--- src/rtl/fetch_stage.sv ---
// Instruction-fetch stage: owns the PC, issues 32-bit reads and hands instructions to decode
// through a registered output stage backed by a one-entry skid buffer.
module fetch_stage #(
  parameter logic [63:0] PCINIT = 64'h0000_0000_8000_0000
) (
  input  logic        clk,
  input  logic        reset,
  output logic        ireq_valid,
  output logic [63:0] ireq_addr,
  input  logic        iresp_data_ok,
  input  logic [31:0] iresp_data,
  input  logic        redirect_valid,
  input  logic [63:0] redirect_pc,
  output logic        out_valid,
  input  logic        out_ready,
  output logic [63:0] out_pc,
  output logic [31:0] out_instr,
  output logic        out_misalign
);

  typedef enum logic [1:0] {StRun, StDrain, StFault} state_e;

  state_e      state_q;
  logic [63:0] pc_q;
  logic [63:0] drain_addr_q;
  logic        fault_done_q;

  logic        out_valid_q;
  logic [63:0] out_pc_q;
  logic [31:0] out_instr_q;
  logic        out_mis_q;

  logic        skid_valid_q;
  logic [63:0] skid_pc_q;
  logic [31:0] skid_instr_q;
  logic        skid_mis_q;

  logic pc_aligned;
  logic req_done;
  logic out_drain;

  assign pc_aligned = (pc_q[1:0] == 2'b00);
  assign req_done   = ireq_valid & iresp_data_ok;
  assign out_drain  = out_valid_q & out_ready;

  // In DRAIN the stale address must stay on the bus even though pc already holds the target.
  always_comb begin
    ireq_valid = 1'b0;
    ireq_addr  = pc_q;
    case (state_q)
      StRun:   ireq_valid = !skid_valid_q && pc_aligned;
      StDrain: begin
        ireq_valid = 1'b1;
        ireq_addr  = drain_addr_q;
      end
      default: ireq_valid = 1'b0;
    endcase
    if (reset) ireq_valid = 1'b0;
  end

  assign out_valid    = out_valid_q;
  assign out_pc       = out_pc_q;
  assign out_instr    = out_instr_q;
  assign out_misalign = out_mis_q;

  always_ff @(posedge clk or posedge reset) begin
    if (reset) begin
      state_q      <= StRun;
      pc_q         <= PCINIT;
      drain_addr_q <= 64'd0;
      fault_done_q <= 1'b0;
      out_valid_q  <= 1'b0;
      out_pc_q     <= 64'd0;
      out_instr_q  <= 32'd0;
      out_mis_q    <= 1'b0;
      skid_valid_q <= 1'b0;
      skid_pc_q    <= 64'd0;
      skid_instr_q <= 32'd0;
      skid_mis_q   <= 1'b0;
    end else if (redirect_valid) begin
      pc_q         <= redirect_pc;
      out_valid_q  <= 1'b0;
      skid_valid_q <= 1'b0;
      fault_done_q <= 1'b0;
      if (ireq_valid && !iresp_data_ok) begin
        state_q      <= StDrain;
        drain_addr_q <= ireq_addr;
      end else begin
        state_q <= (redirect_pc[1:0] != 2'b00) ? StFault : StRun;
      end
    end else begin
      if (out_drain) begin
        if (skid_valid_q) begin
          out_pc_q     <= skid_pc_q;
          out_instr_q  <= skid_instr_q;
          out_mis_q    <= skid_mis_q;
          skid_valid_q <= 1'b0;
        end else begin
          out_valid_q <= 1'b0;
        end
      end
      case (state_q)
        StRun: begin
          if (!pc_aligned) begin
            state_q      <= StFault;
            fault_done_q <= 1'b0;
          end else if (req_done) begin
            // A completing request implies the skid is empty, so ordering is preserved.
            if (!out_valid_q || out_drain) begin
              out_valid_q <= 1'b1;
              out_pc_q    <= pc_q;
              out_instr_q <= iresp_data;
              out_mis_q   <= 1'b0;
            end else begin
              skid_valid_q <= 1'b1;
              skid_pc_q    <= pc_q;
              skid_instr_q <= iresp_data;
              skid_mis_q   <= 1'b0;
            end
            pc_q <= pc_q + 64'd4;
          end
        end
        StDrain: begin
          if (iresp_data_ok) begin
            state_q      <= pc_aligned ? StRun : StFault;
            fault_done_q <= 1'b0;
          end
        end
        StFault: begin
          if (!fault_done_q && !skid_valid_q && (!out_valid_q || out_drain)) begin
            out_valid_q  <= 1'b1;
            out_pc_q     <= pc_q;
            out_instr_q  <= 32'd0;
            out_mis_q    <= 1'b1;
            fault_done_q <= 1'b1;
          end
        end
        default: state_q <= StRun;
      endcase
    end
  end

endmodule

--- config.mk ---
export PLATFORM = sky130hd
export DESIGN_NAME = fetch_stage
export DESIGN_NICKNAME = d
export VERILOG_FILES = /design/src/rtl/fetch_stage.sv
export SDC_FILE = /design/constraint.sdc
export NUM_CORES = 1
export LEC_CHECK = 0
export ABC_AREA = 1
export ABC_CLOCK_PERIOD_IN_PS = 15930
export CAP_MARGIN = 15
export CORE_AREA = 2 2 193 195
export DETAILED_ROUTE_END_ITERATION = 7
export DIE_AREA = 0 0 195 197
export GPL_ROUTABILITY_DRIVEN = 0
export PLACE_DENSITY = 0.86
export SYNTH_ARGS = -nofsm -noshare
export SYNTH_HDL_FRONTEND = slang
export SYNTH_SLANG_ARGS = --single-unit
--- constraint.sdc ---
create_clock -name clk -period 15.93 [get_ports clk]
set_input_delay 2.3895 -clock clk [delete_from_list [all_inputs] [get_ports clk]]
set_output_delay 2.3895 -clock clk [all_outputs]
set_load 0.01 [all_outputs]
==> impl_metrics.csv <==
group,metric,value,unit
clock_tree,cts.repair.resized,0,
logic_synthesis,yosysSeqAreaShare,45.50,%
sta,setup_viol,0,
global_routing,grt_overflow,0,
layout,utilization,60.55,%
logic_synthesis,syn_avg_cell_area,6.886,um2
setup_path,path_max_fanout,4,
logic_synthesis,async_flop_share,100.0,%
detailed_routing,wl_per_cell,17.34,um
placed_design,dp_hpwl,38880,um
logic_synthesis,synthesis.nets,2706,
global_routing,gr-usage-met3,5.356,%
logic_synthesis,synth_largest_area_cell,"dfrtp_1",
die,num_rows,70,
sta,finalCriticalPeriod,6.216,ns
sta,period_share,39.02,%
layout,fin_area,21950,um2
run,drv_cap,0,
placed_design,place_ws,9.722,ns
logic_synthesis,ys_warn_count,0,
setup_path,crit_type,"in -> out",
power_and_ir_drop,p_leak,10.51,nW
logic_synthesis,yosysMostFrequentCell,"nand2_1",
power_and_ir_drop,p_sw,983.9,uW
sta,rsz0062_at_grt,"false",
global_routing,antenna_found_initial,1,
logic_synthesis,synth.distinct_cells,31,
global_routing,busiest_layer,"met2",
die,ioPinCount,264,
power_and_ir_drop,intPower,1.947,mW
clock_tree,cts_tree,"done",
placed_design,place_area,20670,um2
setup_path,path_buf_inv,2,
clock_tree,cts_root_buffer,"clkbuf_16",
layout,syn_to_final_growth,22.44,%
setup_path,slowest_delay,0.60,ns
logic_synthesis,synth.mux.area_fraction,0,%
detailed_routing,postRouteAntennaNets,0,
setup_path,cpMostUsedCell,"clkdlybuf4s50_1",
setup_path,worstPathCellList,"clkdlybuf4s50_1, a21oi_4, clkdlybuf4s50_1",
logic_synthesis,synthTopCellsByCount,"nand2_1 (777), inv_1 (378), dfrtp_1 (325), o21ai_0 (293), nor2_1 (264)",
clock_tree,cts_setup_buffers,0,
global_routing,first_global_vias,17573,
die,core_area,36260,um2
sta,report.final.hold_viol_count,0,
layout,drive_gt1_share,3.312,%
die,chipHeight,197,um
setup_path,cp.required,13.54,ns
sta,whs,0.4844,ns
detailed_routing,finalWirelength,56830,um
logic_synthesis,synth_top_family_by_area,"simple AND/OR/NAND/NOR gates",
status,status,"finished clean",
detailed_routing,drtPass1Iterations,6,
power_and_ir_drop,power_density,133.5,nW/um2
global_routing,gr-usage-all-layers,29.33,%
logic_synthesis,synth_ff_type,"dfrtp_1",
logic_synthesis,synth-xor-area-share,1.026,%
clock_tree,clockBufferDepth,3,
global_routing,grt_start_max_net_pins,120,
sta,max_slew.worst_pin.slew,1.166,ns
global_routing,use_met2,46.72,%
clock_tree,clock_sinks,326,
placed_design,port_buffers,263,
clock_tree,clkTransAtPathRegs,0.06,ns
worst_hold_path,holdCritPathClass,"reg -> reg",
power_and_ir_drop,combPwrFrac,31.3,%
detailed_routing,drc,0,
die,dieWidth,195,um
sta,relSlewSlack,22.27,%
logic_synthesis,synth_cells,2604,
power_and_ir_drop,clkPwrFrac,29.8,%
logic_synthesis,synth_edf_count,0,
sta,finalMaxSlewViolations,0,
setup_path,cp_data_arrival_time,3.83,ns
clock_tree,insertion_delay,0.52,ns
setup_path,end_kind,"output pin",
detailed_routing,via_count,18310,
power_and_ir_drop,swShare,33.57,%
die,initial_core_util,49.45,%
logic_synthesis,synth_fa_ha_area_share,0.06978,%
global_routing,grt_pass1_wl,90470,um
logic_synthesis,synth-simple-area-share,28.58,%
setup_path,crit_family,"buffers and inverters",
sta,finClkSkew,0.01149,ns
clock_tree,cts_made_buffers,36,
setup_path,worstSetupStartpointType,"primary input",
sta,fmaxAchievable,160.9,MHz
detailed_routing,drt_iter0_markers,2042,
logic_synthesis,synth_seq_cells,326,
logic_synthesis,synth_top_area_share,45.36,%
layout,final_nets,2885,
power_and_ir_drop,seqPwrFrac,38.9,%
sta,worst_slack,9.714,ns
sta,tns,0,ns
clock_tree,htree_levels,2,
global_routing,use_met1,37.31,%
logic_synthesis,ys_top_cells_by_area,"dfrtp_1 (45%), nand2_1 (16%), o21ai_0 (8.2%)",
logic_synthesis,synth_area,17930,um2
die,die_area,38420,um2
logic_synthesis,synth_compound_area_share,13.36,%
setup_path,slowest_stage,"clkdlybuf4s50_1",
power_and_ir_drop,vdd_drop_max,74.93,uV
clock_tree,cts_hold_buf,0,
detailed_routing,vias_per_cell,5.587,
==> sequential cells by signal, summed over array words and instances (netlist names) <==
signal        cells
drain_addr_q     64
out_pc           64
pc_q             64
skid_pc_q        64
out_instr        32
skid_instr_q     32
state_q           2
fault_done_q      1
out_misalign      1
out_valid         1
skid_valid_q      1
==> cell families after synthesis <==
logic type,count (synthesis)
AND/OR/NAND/NOR,1273
buffers and inverters,518
AO/OA/AOI/OAI,465
flip-flops,326
XOR/XNOR,21
adder cells (fa/ha/maj),1
==> power groups by stage <==
stage	logic [mW]	clock network, mW	registers [mW]
2_1_floorplan	0.471	0	1.16
3_3_place_gp	0.863	0	1.14
3_5_place_dp	0.904	0	1.15
4_1_cts	0.915	0.884	1.14
5_1_grt	1.02	0.916	1.16
6_report	0.916	0.874	1.14
==> path summary, 6_finish.rpt <==
kind / from / endpoint / slack, ns / cells past startpoint
worst max-delay path: reset / ireq_valid / 9.71 / 3
worst min-delay path: skid_pc_q[63] / skid_pc_q[63] / 0.48 / 2
worst max register to register: state_q[1] / drain_addr_q[60] / 13.07 / 7
worst min register to register: skid_pc_q[63] / skid_pc_q[63] / 0.48 / 2
max in group asynchronous: reset / drain_addr_q[38] / 10.98 / 4
min in group asynchronous: reset / skid_instr_q[12] / 2.51 / 2
==> layout make-up <==
| type | count | area, um2 |
|---|---|---|
| diodes | 1 | 2.502 |
| fillers | 3164 | 14310 |
| clock buffers | 51 | 1059 |
| inverters | 380 | 1444 |
| repair buffers | 279 | 2788 |
| flip-flops and latches | 326 | 8159 |
| clock inverters | 12 | 168.9 |
| well taps | 468 | 585.6 |
| multi-input cells | 1760 | 7749 |
==> cell usage in the layout, fill, tap and decap left out, types with 3 or more instances in the layout <==
master	instances
clkbuf_8	8
clkbuf_16	37
o21ai_1	139
nand3b_1	4
buf_4	14
dfrtp_1	325
nor2_2	5
nor3_1	8
o21ai_0	293
xor2_1	21
o211ai_1	18
nand4_1	12
and2_1	3
nand2_4	3
nand2_1	775
clkdlybuf4s50_1	262
clkbuf_1	6
inv_1	374
nor2_1	262
nand3_1	198
a21oi_1	9
bufinv_16	4
clkinv_2	5
==> tightest hold or removal path, cell delays in order, from the launching register on <==
cell	delay [ns]
dfrtp_1	0.34
nand2_1	0.05
o21ai_0	0.06
==> through the flow <==
stage | std cells | total power, mW
floorplan | 2604 | 1.630
global placement | 3211 | 2.008
detailed placement | 3211 | 2.054
CTS | 3274 | 2.937
global route | 3277 | 3.096
finish | 3277 | 2.931
==> routing by layer <==
metal	part of all wire, %	routed length (um)	vias to the layer above
li1	-	-	8469
met1	38	21510	8569
met2	46	25890	1060
met3	9.9	5627	212
met4	6.7	3803	0
met5	0	0	-
Power figures use the tool's default switching activity.
